$ cat config.mk
export PLATFORM = sky130hd
export DESIGN_NAME = ex_muldiv_flat
export DESIGN_NICKNAME = d
export VERILOG_FILES = /design/src/rtl/ex_muldiv_if.sv /design/src/rtl/ex_muldiv.sv /design/src/flat_wrapper.sv
export SDC_FILE = /design/constraint.sdc
export NUM_CORES = 2
export LEC_CHECK = 0
export CORE_AREA = 3 3 284 286
export CTS_BUF_LIST = sky130_fd_sc_hd__clkbuf_4 sky130_fd_sc_hd__clkbuf_8 sky130_fd_sc_hd__clkbuf_16
export CTS_CLUSTER_SIZE = 30
export DETAILED_ROUTE_END_ITERATION = 8
export DIE_AREA = 0 0 287 289
export PLACE_DENSITY = 0.84
export SLEW_MARGIN = 20
export SYNTH_ARGS = -nofsm -noshare
export SYNTH_HDL_FRONTEND = slang
export SYNTH_SLANG_ARGS = --single-unit
$ cat constraint.sdc
create_clock -name clk -period 11.13 [get_ports clk]
set_input_delay 2.226 -clock clk [delete_from_list [all_inputs] [get_ports clk]]
set_output_delay 2.226 -clock clk [all_outputs]
set_load 0.1 [all_outputs]
$ cat src/rtl/ex_muldiv_if.sv
// EX-side request/result bundle for the HI/LO multiply/divide unit.
interface ex_muldiv_if;
  logic        start;
  logic [3:0]  op;
  logic [31:0] rs_val;
  logic [31:0] rt_val;
  logic        flush;
  logic        busy;
  logic        done;
  logic [31:0] hi;
  logic [31:0] lo;

  modport master (
    output start, op, rs_val, rt_val, flush,
    input  busy, done, hi, lo
  );

  modport slave (
    input  start, op, rs_val, rt_val, flush,
    output busy, done, hi, lo
  );
endinterface

$ cat src/rtl/ex_muldiv.sv
// HI/LO multiply/divide unit in EX: multi-cycle MULT/DIV, single-cycle MTHI/MTLO.
// Define MULDIV_MADD_EN to enable MADD/MADDU/MSUB/MSUBU (ops 6..9).
module ex_muldiv #(
  parameter int MUL_CYCLES = 4
) (
  input logic        clk,
  input logic        rst,
  ex_muldiv_if.slave bus
);

  localparam int DIV_CYCLES = 32;
  localparam logic [4:0] MUL_LD = 5'(MUL_CYCLES - 1);
  localparam logic [4:0] DIV_LD = 5'(DIV_CYCLES - 1);

  typedef enum logic [1:0] {IDLE, MUL, DIV} state_t;

  state_t      state_q, state_d;
  logic [4:0]  cnt_q, cnt_d;
  logic [32:0] a_q, a_d;
  logic [32:0] b_q, b_d;
  logic [31:0] rem_q, rem_d;
  logic        qneg_q, qneg_d;
  logic        rneg_q, rneg_d;
  logic [1:0]  acc_q, acc_d;
  logic [31:0] hi_q, hi_d;
  logic [31:0] lo_q, lo_d;
  logic        busy_q, busy_d;
  logic        done_q, done_d;

  logic        is_mul, is_mulu, is_div, is_divu;
  logic        is_mthi, is_mtlo;
  logic [1:0]  acc_op;

  always_comb begin
    is_mul  = 1'b0;
    is_mulu = 1'b0;
    is_div  = 1'b0;
    is_divu = 1'b0;
    is_mthi = 1'b0;
    is_mtlo = 1'b0;
    acc_op  = 2'd0;
    case (bus.op)
      4'd0: is_mul  = 1'b1;
      4'd1: is_mulu = 1'b1;
      4'd2: is_div  = 1'b1;
      4'd3: is_divu = 1'b1;
      4'd4: is_mthi = 1'b1;
      4'd5: is_mtlo = 1'b1;
`ifdef MULDIV_MADD_EN
      4'd6: begin is_mul  = 1'b1; acc_op = 2'd1; end
      4'd7: begin is_mulu = 1'b1; acc_op = 2'd1; end
      4'd8: begin is_mul  = 1'b1; acc_op = 2'd2; end
      4'd9: begin is_mulu = 1'b1; acc_op = 2'd2; end
`endif
      default: ;
    endcase
  end

  // 33x33 signed product; only the low 64 bits reach HI/LO
  logic [63:0] prod;
  logic [63:0] mul_res;
  assign prod = 64'($signed(a_q) * $signed(b_q));

  always_comb begin
    case (acc_q)
      2'd1:    mul_res = {hi_q, lo_q} + prod;
      2'd2:    mul_res = {hi_q, lo_q} - prod;
      default: mul_res = prod;
    endcase
  end

  // one restoring step: a_q[31:0] shifts dividend out, quotient in
  logic [32:0] rem_sh;
  logic        qbit;
  logic [31:0] rem_nx;
  logic [31:0] quo_nx;
  assign rem_sh = {rem_q, a_q[31]};
  assign qbit   = rem_sh >= {1'b0, b_q[31:0]};
  assign rem_nx = qbit ? (rem_sh[31:0] - b_q[31:0]) : rem_sh[31:0];
  assign quo_nx = {a_q[30:0], qbit};

  logic [31:0] rs_abs, rt_abs;
  logic        dz, sgn;
  assign rs_abs = bus.rs_val[31] ? -bus.rs_val : bus.rs_val;
  assign rt_abs = bus.rt_val[31] ? -bus.rt_val : bus.rt_val;
  assign dz     = bus.rt_val == 32'd0;
  assign sgn    = is_div & ~dz;

  always_comb begin
    state_d = state_q;
    cnt_d   = cnt_q;
    a_d     = a_q;
    b_d     = b_q;
    rem_d   = rem_q;
    qneg_d  = qneg_q;
    rneg_d  = rneg_q;
    acc_d   = acc_q;
    hi_d    = hi_q;
    lo_d    = lo_q;
    done_d  = 1'b0;
    case (state_q)
      IDLE: begin
        if (bus.start && !bus.flush) begin
          if (is_mthi) hi_d = bus.rs_val;
          if (is_mtlo) lo_d = bus.rs_val;
          if (is_mul || is_mulu) begin
            a_d     = {is_mul & bus.rs_val[31], bus.rs_val};
            b_d     = {is_mul & bus.rt_val[31], bus.rt_val};
            acc_d   = acc_op;
            cnt_d   = MUL_LD;
            state_d = MUL;
          end
          if (is_div || is_divu) begin
            a_d     = {1'b0, (sgn & bus.rs_val[31]) ? rs_abs : bus.rs_val};
            b_d     = {1'b0, (sgn & bus.rt_val[31]) ? rt_abs : bus.rt_val};
            rem_d   = 32'd0;
            qneg_d  = sgn & (bus.rs_val[31] ^ bus.rt_val[31]);
            rneg_d  = sgn & bus.rs_val[31];
            cnt_d   = DIV_LD;
            state_d = DIV;
          end
        end
      end
      MUL: begin
        if (bus.flush) begin
          state_d = IDLE;
        end else if (cnt_q == 5'd0) begin
          {hi_d, lo_d} = mul_res;
          done_d       = 1'b1;
          state_d      = IDLE;
        end else begin
          cnt_d = cnt_q - 5'd1;
        end
      end
      DIV: begin
        if (bus.flush) begin
          state_d = IDLE;
        end else begin
          a_d   = {1'b0, quo_nx};
          rem_d = rem_nx;
          if (cnt_q == 5'd0) begin
            lo_d    = qneg_q ? -quo_nx : quo_nx;
            hi_d    = rneg_q ? -rem_nx : rem_nx;
            done_d  = 1'b1;
            state_d = IDLE;
          end else begin
            cnt_d = cnt_q - 5'd1;
          end
        end
      end
      default: state_d = IDLE;
    endcase
    busy_d = state_d != IDLE;
  end

  always_ff @(posedge clk or posedge rst) begin
    if (rst) begin
      state_q <= IDLE;
      cnt_q   <= 5'd0;
      a_q     <= 33'd0;
      b_q     <= 33'd0;
      rem_q   <= 32'd0;
      qneg_q  <= 1'b0;
      rneg_q  <= 1'b0;
      acc_q   <= 2'd0;
      hi_q    <= 32'd0;
      lo_q    <= 32'd0;
      busy_q  <= 1'b0;
      done_q  <= 1'b0;
    end else begin
      state_q <= state_d;
      cnt_q   <= cnt_d;
      a_q     <= a_d;
      b_q     <= b_d;
      rem_q   <= rem_d;
      qneg_q  <= qneg_d;
      rneg_q  <= rneg_d;
      acc_q   <= acc_d;
      hi_q    <= hi_d;
      lo_q    <= lo_d;
      busy_q  <= busy_d;
      done_q  <= done_d;
    end
  end

  assign bus.busy = busy_q;
  assign bus.done = done_q;
  assign bus.hi   = hi_q;
  assign bus.lo   = lo_q;

endmodule

$ cat src/flat_wrapper.sv
// flat-port wrapper written by rule: the top's interface ports become plain ports
module ex_muldiv_flat 
#(
  parameter int MUL_CYCLES = 4
)
  (clk, rst, bus_start, bus_op, bus_rs_val, bus_rt_val, bus_flush, bus_busy, bus_done, bus_hi, bus_lo);
  ex_muldiv_if bus_i ();
  input logic clk;
  input logic rst;
  input wire logic [$bits(bus_i.start)-1:0] bus_start;
  input wire logic [$bits(bus_i.op)-1:0] bus_op;
  input wire logic [$bits(bus_i.rs_val)-1:0] bus_rs_val;
  input wire logic [$bits(bus_i.rt_val)-1:0] bus_rt_val;
  input wire logic [$bits(bus_i.flush)-1:0] bus_flush;
  output wire logic [$bits(bus_i.busy)-1:0] bus_busy;
  output wire logic [$bits(bus_i.done)-1:0] bus_done;
  output wire logic [$bits(bus_i.hi)-1:0] bus_hi;
  output wire logic [$bits(bus_i.lo)-1:0] bus_lo;
  assign bus_i.start = bus_start;
  assign bus_i.op = bus_op;
  assign bus_i.rs_val = bus_rs_val;
  assign bus_i.rt_val = bus_rt_val;
  assign bus_i.flush = bus_flush;
  assign bus_busy = bus_i.busy;
  assign bus_done = bus_i.done;
  assign bus_hi = bus_i.hi;
  assign bus_lo = bus_i.lo;
  ex_muldiv #(.MUL_CYCLES(MUL_CYCLES)) u_core (.clk(clk), .rst(rst), .bus(bus_i));
endmodule
# --- After elaboration in Yosys (flattened, before gate mapping) ---
# Index checks and enable logic that the tools add are counted.
word_totals:
  output_inout_bits: 66
  romBits: 0
  word_cells: 119
  latch_bits: 0
  ff_bits: 173
  n_memories: 0
  in_bits: 72
  ramBits: 0
classes:
  n_addsub: 6
  multipliers: 1
  bitwise: 8
  n_lt_le_gt_ge: 1
  n_shift: 0
  div: 0
  eq_ne: 18
  muxes: 53
  reduce_logical: 21
op_table:
  columns: ["op", "n"]
  rows:
  - ["32-bit two-way mux", 22]
  - ["33-bit two-way mux", 6]
  - ["32-bit one-hot mux with 3 select lines", 2]
  - ["32-bit negation", 4]
  - ["33-bit one-hot mux with 2 select lines", 1]
  - ["33-bit by 33-bit multiplier with 64-bit output", 1]
  - ["32-bit one-hot mux with 2 select lines", 1]
  - ["33-bit by 32-bit >= comparator with 1-bit output", 1]
  - ["32-bit zero test", 1]
  - ["32-bit subtractor", 1]
  - ["5-bit two-way mux", 5]
  - ["7-bit AND reduction", 2]
  - ["2-bit by 1-bit != test with 1-bit output, second input constant", 6]
  - ["2-bit two-way mux", 5]
  - ["5-bit one-hot mux with 2 select lines", 1]
  - ["1-bit two-way mux", 9]
  - ["4-bit by 2-bit == test with 1-bit output, second input constant", 2]
  - ["4-bit by 3-bit == test with 1-bit output, second input constant", 2]
  - ["2-bit != test, second input constant", 4]
  - ["4-bit AND reduction", 2]
  - ["2-bit nonzero test", 4]
  - ["1-bit AND", 6]
  - ["3-bit AND reduction", 2]
  - ["5-bit zero test", 1]
  - ["other kinds (16)", 17]

# --- Longest topological paths before layout ---
depth:
  depth_word: 8
  mapped_depth: 31
  ltp_nobuf: 28

# --- Worst setup path after synthesis ---
# OpenSTA, ideal clock, no wires.
synth_path:
  path_kind: "register to register"
  from: "register u_core.a_q[23]"
  to: "register u_core.hi_q[11] (netlist: u_core.bus.hi[11])"
  arrival_time_ns: 7.852
  stages_incl_launch_ff: 29
  path_buffers: 2
  setup_time_ns: 0.133
  slack_ns: 3.145
  period_less_slack_ns: 7.985
  required_time_ns: 10.997
  cell_sequence: "dfrtp_1 > clkbuf_1 > clkbuf_1 > nand2_1 > fa_1 > fa_1 > inv_1 > fa_1 > inv_1 > fa_1 > inv_1 > fa_1 > fa_1 > fa_1 > inv_1 > fa_1 > inv_1 > ha_1 > a21oi_1 > o21ai_0 > o21a_1 > or4b_2 > o21a_1 > a221o_1 > nor2b_1 > a211oi_1 > xnor2_1 > a221oi_1 > o31ai_1"
synth_via:
  elab_chain_cells: 4
synth_lines:
  columns: ["item", "line", "text"]
  rows:
  - ["from (decl)", "ex_muldiv.sv:19", "logic [32:0] a_q, a_d;"]
  - ["from (signal assigned)", "ex_muldiv.sv:160", "a_q <= 33'd0;"]
  - ["from (signal assigned)", "ex_muldiv.sv:173", "a_q <= a_d;"]
  - ["33-bit by 33-bit multiplier with 64-bit output", "ex_muldiv.sv:62", "assign prod = 64'($signed(a_q) * $signed(b_q));"]
  - ["32-bit two-way mux", "ex_muldiv.sv:127", "end else if (cnt_q == 5'd0) begin"]
  - ["32-bit two-way mux", "ex_muldiv.sv:125", "if (bus.flush) begin"]
  - ["32-bit one-hot mux with 3 select lines", "ex_muldiv.sv:101", "case (state_q)"]
  - ["to (signal assigned)", "ex_muldiv.sv:179", "hi_q <= hi_d;"]
  - ["to (decl)", "ex_muldiv.sv:25", "logic [31:0] hi_q, hi_d;"]
# Every way passes these cells. The select of a mux whose other input is x is not followed.
# A chain may end at the register's enable or synchronous reset.

# --- Worst setup path in the final report ---
layout_path:
  from: "register u_core.b_q[14]"
  to: "register u_core.hi_q[29] (netlist: u_core.bus.hi[29])"
layout_via:
  elab_chain_cells: 7
  elab_cells_between_ends: 11
  cone_classes: "2 x add/sub; 1 x mul; 1 x order compare; 7 x mux"
layout_lines:
  columns: ["item", "line", "text"]
  rows:
  - ["from (decl)", "ex_muldiv.sv:20", "logic [32:0] b_q, b_d;"]
  - ["from (signal assigned)", "ex_muldiv.sv:161", "b_q <= 33'd0;"]
  - ["from (signal assigned)", "ex_muldiv.sv:174", "b_q <= b_d;"]
  - ["32-bit subtractor / 33-bit by 32-bit >= comparator with 1-bit output (equally long branches)", "ex_muldiv.sv:79, ex_muldiv.sv:78", null]
  - ["32-bit two-way mux", "ex_muldiv.sv:79", "assign rem_nx = qbit ? (rem_sh[31:0] - b_q[31:0]) : rem_sh[31:0];"]
  - ["32-bit negation", "ex_muldiv.sv:143", "hi_d = rneg_q ? -rem_nx : rem_nx;"]
  - ["32-bit two-way mux", "ex_muldiv.sv:143", null]
  - ["32-bit two-way mux", "ex_muldiv.sv:141", "if (cnt_q == 5'd0) begin"]
  - ["32-bit two-way mux", "ex_muldiv.sv:136", "if (bus.flush) begin"]
  - ["32-bit one-hot mux with 3 select lines (*)", "ex_muldiv.sv:101", null]
# Mark *: on every way between the ends. The rest lies on a longest branch, timed or not. The select of a mux whose other input is x is not followed.

==> impl_metrics.yaml <==
routing:
  first_pass_iters: 7
  drt-vias-per-instance: 6.18
  drc: 0
  vias: 42076
  wire_per_inst_um: 23.4
  drt_iter0_drc: 4227
  routed_wl_um: 160000
  postRouteAntennaNets: 0
global_route:
  grt_util_all_layers_pct: 40.0
  grt_max_degree: 106
  first_global_vias: 44771
  overflow: 0
  grt_antenna_before_repair: 6
  grt_pass1_wl_um: 252000
yosys:
  syn_inst: 5843
  syn-num-nets: 7295
  synth_edf_count: 0
  async_flop_share_pct: 100
  yosys_warnings: 0
  synthTopCellsByArea: "fa_1, inv_1, dfrtp_1"
  synth_seq_cells: 173
  synth_top_cell_by_area: "fa_1"
  synth_area_per_cell_um2: 8.84
  synth-main-ff-cell: "dfrtp_1"
  ys_types: 90
  yosysTopAreaCellShare_pct: 43.7
  ys_seq_area_share_pct: 8.39
  netlist_area_um2: 51600
flow_run:
  drv_cap: 0
placed_design:
  dpl_cell_area_um2: 53700
  gp_congestion: 1.05
  dp_hpwl_um: 127000
  port_buffers: 137
  dpl_worst_slack_ns: 1.73
sta:
  setup_tns_ns: 0
  slew_violations: 0
  period_share_pct: 86.1
  finalSetupViolCount: 0
  timing.hold.ws_ns: 0.486
  max_slew.worst_pin.slew_ns: 1.20
  relSlewSlack_pct: 19.5
  finClkSkew_ns: 0.0323
  layout_setup_ws_ns: 1.55
  finalCriticalPeriod_ns: 9.58
  fmax_mhz: 104
  rsz0062_at_grt: "no"
  hold_viol: 0
clock_tree:
  cts.sinks: 173
  cts_hold_buf: 0
  cts_tree: "done"
  clkTransAtPathRegs_ns: 0.10
  cts_setup_buffers: 0
  clk_latency_ns: 0.49
  ctsResizeCount: 0
  cts_root_buffer: "clkbuf_16"
  cts_max_level: 4
  cts_buffers: 17
  clockBufferDepth: 2
finish:
  fill_cells: 6089
  drive_above_1_share_pct: 3.32
  syn_to_final_growth_pct: 5.32
  nNetsFinal: 7197
  final_common_cell: "inv_1"
  final_cell_mix: "inv_1, fa_1, nand2_1"
  design_area_um2: 54400
worst_setup_path:
  endpoint_kind: "flip-flop"
  cp_data_arrival_time_ns: 10.00
  worst_setup_path_start_kind: "flip-flop"
  slowest_delay_ns: 1.02
  cpMostUsedCell: "fa_1"
  cp_max_fo: 21
  path_class: "flip-flop to flip-flop"
  cp.buffers_inverters: 7
  worst-endpoint-required_ns: 11.55
  slowest_stage: "dfrtp_1"
  cp_top_family: "adder cells"
die:
  ios: 138
  fp-row-count: 103
  initial_core_util_pct: 65.7
  die_h_um: 289
  die_w_um: 287
  dieArea_um2: 82900
  coreArea_um2: 78600
min_path:
  hp-class: "flip-flop to flip-flop"
run_status:
  status: "finished clean"
==> worst register-to-register path, delay by kind of cell (launching register included) <==
kind | cells | cell delay [ns]
AND/OR/NAND/NOR | 3 | 0.62
multiplexers | 1 | 0.36
adder cells (fa/ha/maj) | 9 | 4.26
flip-flops | 1 | 1.02
AO/OA/AOI/OAI | 8 | 2.55
buffers and inverters | 7 | 0.71
==> per-layer routing <==
layer	track usage (%)	routed length [um]	vias to the layer above
met3	11.5	19400	693
li1	-	-	17582
met5	0	40	-
met4	23.3	11300	6
met2	62.7	72700	2703
met1	50.0	56200	21092
==> final timing paths <==
path                                   from                 to  slack, ns  cells past startpoint
max in group asynchronous               rst  u_core.bus.hi[25]       7.30                      3
hold reg to reg            u_core.bus.lo[9]   u_core.bus.lo[9]       0.49                      2
hold / removal             u_core.bus.lo[9]   u_core.bus.lo[9]       0.49                      2
setup / recovery             u_core.b_q[14]  u_core.bus.hi[29]       1.55                     28
setup reg to reg             u_core.b_q[14]  u_core.bus.hi[29]       1.55                     28
min in group asynchronous               rst  u_core.bus.lo[13]       2.31                      2
==> area by class of cell <==
cell class,count,area [um2],share of cell area [%]
clock inverter,15,209,0.384
sequential,173,4330,7.97
timing repair buffer,232,2120,3.89
multi-input combinational,4131,41500,76.3
antenna,2,5.00,0.00920
tap,1050,1310,2.42
clock buffer,17,425,0.782
inverter,1190,4470,8.23
==> synthesized netlist by cell type (all sizes together), types with 17 or more instances <==
| master | n |
|---|---|
| nor3 | 51 |
| xnor2 | 146 |
| nor4 | 19 |
| buf | 47 |
| nand3 | 44 |
| and2 | 511 |
| fa | 1126 |
| dfrtp | 173 |
| o21a | 27 |
| clkbuf | 302 |
| a221oi | 43 |
| mux2i | 36 |
| or3 | 26 |
| nand2b | 32 |
| ha | 254 |
| nor2b | 42 |
| a31oi | 25 |
| xor2 | 60 |
| nor2 | 198 |
| nand2 | 785 |
| a21o | 34 |
| mux2 | 17 |
| o31ai | 82 |
| a21oi | 149 |
| inv | 1189 |
| a211oi | 28 |
| o21ai | 195 |
==> metrics by stage <==
step / utilization [%] / cells
6_report: 69.2 / 6810
5_1_grt: 69.2 / 6809
4_1_cts: 69.1 / 6807
3_5_place_dp: 68.3 / 6775
3_3_place_gp: 68.3 / 6775
2_1_floorplan: - / 5843
==> logic make-up (layout without fill, tap and decap cells) <==
logic type	count (synthesis)	count (layout)	share of synthesized area [%]
flops	173	173	8.39
simple gates	1782	1782	16.8
buf+inv	1539	1454	11.3
other cells	0	2	0
xor+xnor	206	206	3.49
mux	53	53	1.07
compound gates	710	710	9.13
fa+ha+maj	1380	1380	49.8
==> state kept, by name, indices dropped and copies added, names as in the netlist <==
| name | flops |
|---|---|
| u_core.cnt_q | 5 |
| u_core.qneg_q | 1 |
| u_core.bus.hi | 32 |
| u_core.rneg_q | 1 |
| u_core.bus.busy | 1 |
| u_core.bus.done | 1 |
| u_core.bus.lo | 32 |
| u_core.b_q | 33 |
| u_core.a_q | 33 |
| u_core.rem_q | 32 |
| u_core.state_q | 2 |
Power is left out: the tool's default activity adds up to more than one toggle a clock period on the data nets, which glitch-free logic cannot reach.
